`src/rtl/emap_pkg.sv`:
```
// emap_pkg: shared definitions for the emap memory blocks.
//   Holds the default row geometry (element width, elements per row,
//   highest valid row address and the derived row-address width), the
//   row-writer state encoding and the all-zero row constant. The gather
//   unit (p_emap_8) imports the same package so that both sides agree on
//   the row layout.
package emap_pkg;

  localparam int element_width = 32;
  localparam int no_of_units   = 8;
  localparam int memory_height = 1000;
  localparam int address_width = $clog2(memory_height) + 1;

  typedef enum logic [1:0] {
    s_idle  = 2'd0,
    s_fill  = 2'd1,
    s_write = 2'd2,
    s_done  = 2'd3
  } state_t;

  localparam logic [no_of_units*element_width-1:0] zero_row = '0;

endpackage

```
`src/rtl/emap_row_packer.sv`:
```
// emap_row_packer: slot counter plus row buffer.
//   Elements are packed MSB-first: slot 0 lands in the top element slice,
//   matching the gather unit's column indexing.
// Ports:
//   clk, rst_n  clock, asynchronous active-low reset
//   clear       empty the buffer and rewind the slot counter (wins over load)
//   load        store data into the current slot and advance
//   data        element to store
//   row         registered buffer contents
//   row_next    buffer contents including the element being loaded this cycle
//   slot_last   current slot is the last one of the row
module emap_row_packer #(
  parameter int element_width = 32,
  parameter int no_of_units   = 8
) (
  input  logic                                 clk,
  input  logic                                 rst_n,
  input  logic                                 clear,
  input  logic                                 load,
  input  logic [element_width-1:0]             data,
  output logic [no_of_units*element_width-1:0] row,
  output logic [no_of_units*element_width-1:0] row_next,
  output logic                                 slot_last
);

  localparam int slot_w = (no_of_units > 1) ? $clog2(no_of_units) : 1;

  logic [slot_w-1:0] slot;

  assign slot_last = (slot == slot_w'(no_of_units - 1));

  // Combinational view of the buffer with this cycle's element merged in, so
  // the row-closing element can be issued in the very next cycle.
  always_comb begin
    row_next = row;
    if (load) begin
      row_next[(no_of_units - 1 - int'(slot))*element_width +: element_width] = data;
    end
  end

  always_ff @(posedge clk or negedge rst_n) begin
    if (!rst_n) begin
      row  <= '0;
      slot <= '0;
    end else if (clear) begin
      row  <= '0;
      slot <= '0;
    end else if (load) begin
      row  <= row_next;
      slot <= slot_last ? '0 : slot + slot_w'(1);
    end
  end

endmodule

```
`src/rtl/emap_row_writer.sv`:
```
// emap_row_writer: packs a scalar element stream into memory rows and issues
//   each completed row as a single-cycle write.
// Ports:
//   clk, rst_n        clock, asynchronous active-low reset
//   start             begin a transfer (ignored unless idle)
//   base_address      first row address, sampled on start
//   in_valid/in_ready element handshake
//   in_data, in_last  element and end-of-transfer marker
//   write_enable      one-cycle row write strobe
//   write_address     row address, valid with write_enable
//   input_data        packed row, valid with write_enable
//   busy              high from start until done
//   done              one-cycle pulse after the final row write
//   rows_written      rows written in the current or last transfer
//   overflow          sticky: a row was dropped (address past memory_height)
//   fsm_state         current state encoding, for observation
//
// Handshake: an element transfers on a rising edge where in_valid and
// in_ready are both high; in_ready is only high in FILL, in_valid low is a
// stall with no side effects, and the producer must hold in_data/in_last
// stable until the transfer.
module emap_row_writer #(
  parameter int element_width = emap_pkg::element_width,
  parameter int no_of_units   = emap_pkg::no_of_units,
  parameter int memory_height = emap_pkg::memory_height,
  parameter int address_width = emap_pkg::address_width
) (
  input  logic                                 clk,
  input  logic                                 rst_n,
  input  logic                                 start,
  input  logic [address_width-1:0]             base_address,
  input  logic                                 in_valid,
  input  logic [element_width-1:0]             in_data,
  input  logic                                 in_last,
  output logic                                 in_ready,
  output logic                                 write_enable,
  output logic [address_width-1:0]             write_address,
  output logic [no_of_units*element_width-1:0] input_data,
  output logic                                 busy,
  output logic                                 done,
  output logic [address_width-1:0]             rows_written,
  output logic                                 overflow,
  output logic [1:0]                           fsm_state
);

  import emap_pkg::*;

  localparam int row_w = no_of_units * element_width;
  localparam logic [address_width-1:0] max_row = address_width'(memory_height);

  state_t                   state;
  logic [address_width-1:0] row_ptr;
  logic                     last_row;

  logic             accept;
  logic             close_row;
  logic             pack_clear;
  logic [row_w-1:0] row_buf;
  logic [row_w-1:0] row_next;
  logic             slot_last;

  assign fsm_state  = state;
  assign accept     = (state == s_fill) && in_valid;
  assign close_row  = accept && (slot_last || in_last);
  // The buffer is emptied when a transfer starts and while the closed row is
  // being written, so the next row always begins with all slots zero.
  assign pack_clear = ((state == s_idle) && start) || (state == s_write);

  emap_row_packer #(
    .element_width (element_width),
    .no_of_units   (no_of_units)
  ) u_packer (
    .clk       (clk),
    .rst_n     (rst_n),
    .clear     (pack_clear),
    .load      (accept),
    .data      (in_data),
    .row       (row_buf),
    .row_next  (row_next),
    .slot_last (slot_last)
  );

  always_ff @(posedge clk or negedge rst_n) begin
    if (!rst_n) begin
      state         <= s_idle;
      row_ptr       <= '0;
      last_row      <= 1'b0;
      in_ready      <= 1'b0;
      write_enable  <= 1'b0;
      write_address <= '0;
      input_data    <= '0;
      busy          <= 1'b0;
      done          <= 1'b0;
      rows_written  <= '0;
      overflow      <= 1'b0;
    end else begin
      write_enable  <= 1'b0;
      write_address <= '0;
      input_data    <= '0;
      done          <= 1'b0;
      case (state)
        s_idle: begin
          if (start) begin
            row_ptr      <= base_address;
            rows_written <= '0;
            overflow     <= 1'b0;
            busy         <= 1'b1;
            in_ready     <= 1'b1;
            state        <= s_fill;
          end
        end
        s_fill: begin
          if (close_row) begin
            in_ready <= 1'b0;
            last_row <= in_last;
            state    <= s_write;
            // The strobe is registered on entry so it is high for exactly
            // the WRITE cycle, carrying the row including the closing element.
            if (row_ptr <= max_row) begin
              write_enable  <= 1'b1;
              write_address <= row_ptr;
              input_data    <= row_next;
              rows_written  <= rows_written + address_width'(1);
            end else begin
              overflow <= 1'b1;
            end
          end
        end
        s_write: begin
          if (row_ptr != '1) begin
            row_ptr <= row_ptr + address_width'(1);
          end
          if (last_row) begin
            done  <= 1'b1;
            state <= s_done;
          end else begin
            in_ready <= 1'b1;
            state    <= s_fill;
          end
        end
        s_done: begin
          busy  <= 1'b0;
          state <= s_idle;
        end
        default: begin
          state <= s_idle;
        end
      endcase
    end
  end

  // The registered buffer itself is only consumed through row_next.
  logic unused_row;
  assign unused_row = ^row_buf;

endmodule

```
`config.mk`:
```
export PLATFORM = sky130hd
export DESIGN_NAME = emap_row_writer
export DESIGN_NICKNAME = d
export VERILOG_FILES = /design/src/rtl/emap_pkg.sv /design/src/rtl/emap_row_packer.sv /design/src/rtl/emap_row_writer.sv
export SDC_FILE = /design/constraint.sdc
export NUM_CORES = 1
export LEC_CHECK = 0
export ABC_AREA = 1
export BUFFER_PORTS_ARGS = -buffer_cell sky130_fd_sc_hd__buf_2
export CAP_MARGIN = 20
export CORE_MARGIN = 2
export CORE_UTILIZATION = 61
export DETAILED_ROUTE_END_ITERATION = 8
export GPL_TIMING_DRIVEN = 0
export PLACE_DENSITY_LB_ADDON = 0.2
export SLEW_MARGIN = 20
export SYNTH_ARGS = -nofsm -noshare
export SYNTH_HDL_FRONTEND = slang
export SYNTH_SLANG_ARGS = --single-unit
```
`constraint.sdc`:
```
create_clock -name clk -period 6 [get_ports clk]
set_input_delay 1.2 -clock clk [delete_from_list [all_inputs] [get_ports clk]]
set_output_delay 1.2 -clock clk [all_outputs]
set_load 0.02 [all_outputs]
```
==> results.py, run 1 <==
metrics = {
    "run_status": {
        "status": "finished, final reports clean",
    },
    "route": {
        "ant_nets": 0,
        "drtIter0Drc": 1468,
        "dr.pass1.iters": 6,
        "vias_per_cell": 5.57,
        "wl_um": 62700,
        "drc_errors": 0,
        "wl_per_cell_um": 20.0,
        "vias": 17489,
    },
    "critical_path": {
        "worstPathArrival_ns": 3.15,
        "reg2reg_depth": 9,
        "crit_fanout": 10,
        "cp-end-kind": "register",
        "path_class": "register to register",
        "cp_data_required_time_ns": 6.46,
        "crit_path_start_kind": "register",
    },
    "cells_and_area": {
        "areaGrowthSynthToFinish_pct": 20.2,
        "final_cell_mix": "556 x dfrtp_1, 541 x nor2_1, 420 x buf_2, 399 x nand2_1, 141 x a21oi_1",
        "seqCellArea_um2": 13900,
        "fillCellCount": 2539,
        "multi_input_area_um2": 6080,
        "final_net_count": 2698,
        "final_common_cell": "dfrtp_1",
        "drive_gt1_frac": 0.203,
    },
    "clock_network": {
        "clk_path_buf_depth": 3,
        "cts_setup_buffers": 0,
        "htreeDepth": 2,
        "clk_latency_ns": 0.58,
        "clockRootBuffer": "clkbuf_16",
        "clock_sinks": 556,
        "cts_tree": "yes",
        "cts.clk_slew.worst_paths_ns": 0.06,
        "hold_buffers": 0,
        "cts_resized": 0,
        "cts-buffers-inserted": 52,
    },
    "timing": {
        "fin_ws_ns": 3.31,
        "fin_worst_skew_ns": 0.0151,
        "tightest_slew_ns": 0.611,
        "finalSetupViolations": 0,
        "finalSetupTns_ns": 0,
        "whs_ns": 0.482,
        "report.final.hold_viol_count": 0,
        "relSlewSlack": 0.593,
        "fin_crit_sh": 0.449,
        "slew_violations": 0,
        "rsz0062_at_grt": "no",
        "fmax_mhz": 371,
        "layout_min_cycle_time_ns": 2.69,
    },
    "power_and_ir_drop": {
        "vdd_drop_max_uv": 299,
        "p_leak_nw": 13.4,
        "power_density_nw_per_um2": 414,
        "total_power_mw": 10.5,
    },
    "floorplanning": {
        "placementRows": 68,
        "io_pins": 333,
        "core_um2": 34300,
        "start_util": 0.616,
        "die_w_um": 190,
        "die_y_um": 190,
        "die_area_um2": 36100,
    },
    "global_route": {
        "grt_pass1_vias": 17193,
        "gr-total-overflow": 0,
        "grt_max_degree": 84,
        "antenna_found_initial": 1,
        "grt_pass1_wl_um": 96900,
        "grtUsageTotal": 0.355,
    },
    "worst_hold_path": {
        "holdCritPathClass": "register to register",
        "whs_path_depth": 2,
    },
    "synth": {
        "yosysSeqAreaShare": 0.658,
        "avgSynthCellArea_um2": 9.39,
        "syn_nets": 2305,
        "synth_warnings": 0,
        "syn_area_um2": 21100,
        "netlist-cell-type-count": 30,
        "synthCells": 2251,
        "synth-seq-cells": 556,
    },
    "placed_design": {
        "io_buffers": 332,
        "pre_cts_slack_ns": 2.92,
        "gp_congestion": 0.935,
        "hpwl_um": 45400,
    },
    "flow_run": {
        "cap_violations": 0,
    },
}
cells in the mapped netlist:
cell | n | area (µm²)
inv_1 | 130 | 488
xor2_1 | 3 | 26.3
a22oi_1 | 1 | 7.51
nand2_1 | 399 | 1500
dfrtp_1 | 556 | 13900
nand4_1 | 8 | 50.1
ha_1 | 6 | 75.1
nand2_2 | 6 | 37.5
nor2_2 | 5 | 31.3
nand3_1 | 82 | 410
buf_1 | 3 | 11.3
buf_4 | 2 | 15.0
nor2_4 | 1 | 11.3
nor2_1 | 541 | 2030
nor3_4 | 1 | 16.3
buf_2 | 89 | 445
conb_1 | 1 | 3.75
o21ai_1 | 81 | 405
inv_2 | 12 | 45.0
clkbuf_2 | 1 | 5.00
o21ai_0 | 132 | 661
or2_2 | 2 | 12.5
o211ai_1 | 4 | 30.0
clkbuf_1 | 34 | 128
nand3b_1 | 1 | 7.51
a21oi_2 | 1 | 8.76
a21oi_1 | 141 | 706
nor3_1 | 4 | 20.0
o21bai_1 | 3 | 22.5
nand3_2 | 1 | 10.0
per-layer routing:
layer | GRT usage | routed length [µm]
met1 | 0.482 | 23900
met2 | 0.549 | 29000
met3 | 0.0814 | 6380
met4 | 0.173 | 3440
met5 | 0 | 0
metrics by stage:
step                utilization  cell area [µm²]  std cells
global placement          0.681            23400       3038
global route              0.741            25400       3140
finish                    0.741            25400       3141
CTS                       0.741            25400       3140
detailed placement        0.687            23600       3045
floorplan                     -            21100       2251
state kept, by name, indices dropped and copies added, names as in the netlist:
signal and count:
in_ready 1, busy 1, last_row 1, u_packer.slot 3, u_packer.row 256, write_enable 1
input_data 256, fsm_state 2, rows_written 11, overflow 1, done 1, row_ptr 11
write_address 11
power by group:
| group | switching (mW) | internal [mW] | leakage (nW) |
|---|---|---|---|
| clock | 1.40 | 2.08 | 0.902 |
| sequential | 0.170 | 4.13 | 7.71 |
| combinational | 2.11 | 0.624 | 4.80 |
| total | 3.68 | 6.83 | 13.4 |
cell families after synthesis:
| family | Yosys count | share of synthesized area |
|---|---|---|
| compound gates | 363 | 0.0871 |
| xor+xnor | 3 | 0.00124 |
| fa+ha+maj | 6 | 0.00355 |
| buf+inv | 271 | 0.0538 |
| flops | 556 | 0.658 |
| other cells | 1 | 0.000177 |
| simple gates | 1051 | 0.196 |
critical path, stage by stage (launching register included):
cell	delay, ns
dfrtp_1	0.42
ha_1	0.25
ha_1	0.39
inv_2	0.16
nand3_2	0.20
nor2_2	0.44
buf_2	0.30
o21ai_0	0.13
o21ai_1	0.21
nor2_1	0.07
area by class of cell:
type	instances	share of cell area
flip-flops and latches	556	0.548
plain buffers	129	0.0238
diodes	1	0.0000985
repair buffers	339	0.0734
clock inverters	16	0.00961
inverters	142	0.0210
multi-input cells	1424	0.239
clock buffers	79	0.0624
well taps	455	0.0224
worst paths after layout:
| kind | slack, ns | endpoint | from |
|---|---|---|---|
| max | 3.31 | input_data[246] | u_packer.slot[0] |
| min in group asynchronous | 0.52 | write_address[4] | rst_n |
| max reg2reg | 3.31 | input_data[246] | u_packer.slot[0] |
| max in group asynchronous | 4.02 | input_data[198] | rst_n |
| min | 0.48 | overflow | overflow |
| min reg2reg | 0.48 | overflow | overflow |
Power figures use the tool's default switching activity.
==> run 2: changes to the inputs <==
CORE_UTILIZATION = 56   (was 61)
clock period = 2.7 ns   (was 6 ns; I/O delays follow)
==> run 2 against run 1 <==
  * Sequential share of layout area decreased by 0.23 points
  * Largest power group unchanged
  * Clock-buffer cell count decreased by 5
  * Sequential cell count unchanged
  * Critical path type unchanged
  * Non-clock buffer count unchanged
  * First-iteration DRC count decreased by 4.2%
==> results.py, run 2 (same netlist as run 1, synthesis figures left out) <==
metrics = {
    "run_status": {
        "status": "finished, final reports clean",
    },
    "cells_and_area": {
        "final_cell_mix": "556 x dfrtp_1, 539 x nor2_1, 420 x buf_2, 399 x nand2_1, 141 x a21oi_1",
        "stdcell_count": 3199,
        "areaGrowthSynthToFinish_pct": 20.7,
        "final_common_cell": "dfrtp_1",
        "seqCellArea_um2": 13900,
        "multi_input_area_um2": 6100,
        "final_cell_area_um2": 25500,
        "final_net_count": 2700,
        "top_regs": "input_data: 256 flops, u_packer.row: 256 flops",
        "fillCellCount": 3000,
        "drive_gt1_frac": 0.205,
    },
    "route": {
        "wl_per_cell_um": 19.8,
        "vias": 17197,
        "drtIter0Drc": 1407,
        "dr.pass1.iters": 6,
        "vias_per_cell": 5.38,
        "ant_nets": 0,
        "wl_um": 63300,
        "drc_errors": 0,
    },
    "worst_hold_path": {
        "whs_endpoint": "last_row",
        "whs_path_depth": 3,
        "hold_start": "in_last",
        "holdCritPathClass": "input port to register",
    },
    "critical_path": {
        "path_class": "register to register",
        "crit_path_start_kind": "register",
        "rr_endpoint": "input_data[123]",
        "timing.rr.start": "u_packer.slot[0]",
        "worstPathArrival_ns": 3.02,
        "r2r_slack_ns": 0.14,
        "crit_fanout": 10,
        "cp-end-kind": "register",
        "cp_data_required_time_ns": 3.16,
        "reg2reg_depth": 11,
    },
    "power_and_ir_drop": {
        "power_density_nw_per_um2": 923,
        "p_leak_nw": 13.4,
        "total_power_mw": 23.6,
        "vdd_drop_max_uv": 530,
    },
    "global_route": {
        "grt_pass1_wl_um": 96400,
        "grt_max_degree": 106,
        "grt_pass1_vias": 17218,
        "grtUsageTotal": 0.328,
        "antenna_found_initial": 1,
        "gr-total-overflow": 0,
    },
    "clock_network": {
        "clockRootBuffer": "clkbuf_16",
        "cts.clk_slew.worst_paths_ns": 0.06,
        "cts-buffers-inserted": 54,
        "htreeDepth": 2,
        "clk_path_buf_depth": 3,
        "clock_sinks": 556,
        "cts_tree": "yes",
        "cts_setup_buffers": 0,
        "clk_latency_ns": 0.60,
    },
    "floorplanning": {
        "die_w_um": 198,
        "start_util": 0.565,
        "die_area_um2": 39300,
        "core_um2": 37400,
        "placementRows": 71,
        "io_pins": 333,
        "die_y_um": 198,
    },
    "timing": {
        "slew_violations": 0,
        "fin_worst_skew_ns": 0.0172,
        "relSlewSlack": 0.605,
        "whs_ns": 0.190,
        "finalSetupViolations": 0,
        "fin_crit_sh": 0.948,
        "fmax_mhz": 391,
        "tightest_slew_ns": 0.592,
        "rsz0062_at_grt": "no",
        "layout_min_cycle_time_ns": 2.56,
        "report.final.hold_viol_count": 0,
        "finalSetupTns_ns": 0,
    },
    "placed_design": {
        "place_area_um2": 23600,
        "hpwl_um": 46000,
        "io_buffers": 332,
        "gp_congestion": 0.907,
        "dp_cells": 3100,
    },
    "flow_run": {
        "cap_violations": 0,
    },
}
[run 2: cell types whose count changed in the layout (fill, tap and decap cells not counted), sizes merged]
cell / previous run / this run
clkinvlp: 1 / 2
dlygate4sd3: 0 / 1
inv: 142 / 143
buf: 433 / 432
bufinv: 6 / 7
clkbuf: 114 / 109
clkinv: 9 / 13
[run 2: routing by layer]
metal	global-route usage	up-vias	wire, µm
li1	-	7852	-
met1	0.435	8414	25500
met2	0.520	742	29600
met3	0.0603	189	4730
met4	0.174	0	3540
met5	0	-	0
[run 2: final cells by class]
| cell class | instances | share of cell area |
|---|---|---|
| flip-flops and latches | 556 | 0.546 |
| multi-input cells | 1424 | 0.239 |
| repair buffers | 339 | 0.0724 |
| clock buffers | 74 | 0.0615 |
| well taps | 511 | 0.0251 |
| plain buffers | 129 | 0.0237 |
| inverters | 142 | 0.0209 |
| clock inverters | 23 | 0.0117 |
| diodes | 1 | 0.0000981 |
[run 2: stage by stage]
step / setup slack [ns] / util
finish: 0.140 / 0.682
global route: 0.000591 / 0.682
CTS: 0.109 / 0.681
detailed placement: 0.118 / 0.631
global placement: -9.75 / 0.627
floorplan: 0.719 / -
[run 2: how the worst max path moves through the flow]
stage / startpoint / endpoint / slack, ns / cells past startpoint
2_1_floorplan: u_packer.slot[0] / input_data[120] / 0.72 / 10
3_3_place_gp: rst_n / u_packer.row[67] / -9.75 / 1
3_5_place_dp: u_packer.slot[0] / input_data[246] / 0.12 / 9
4_1_cts: u_packer.slot[0] / input_data[246] / 0.11 / 9
5_1_grt: u_packer.slot[0] / input_data[40] / 0.0006 / 10
6_report: u_packer.slot[0] / input_data[123] / 0.14 / 11
[run 2: power by group]
group / switching (mW) / leakage (nW) / internal (mW) / total [mW]
clock: 3.19 / 0.927 / 4.71 / 7.90
sequential: 0.384 / 7.71 / 9.19 / 9.57
combinational: 4.69 / 4.79 / 1.39 / 6.08
[run 2: what timing repair did]
action                     4_1_cts  5_1_grt
hold buffers                     1        0
setup endpoints to repair        0       63
hold endpoints to repair         6        0
gates resized for setup          0        5
[run 2: critical path: stages (launching register included)]
cell and delay (ns):
dfrtp_1 0.42, ha_1 0.24, ha_1 0.24, nor2_2 0.24
nand2_1 0.10, nor2_2 0.19, nand2_1 0.18, inv_2 0.14
buf_2 0.25, nand2_1 0.08, o21ai_0 0.23, nor2_1 0.10
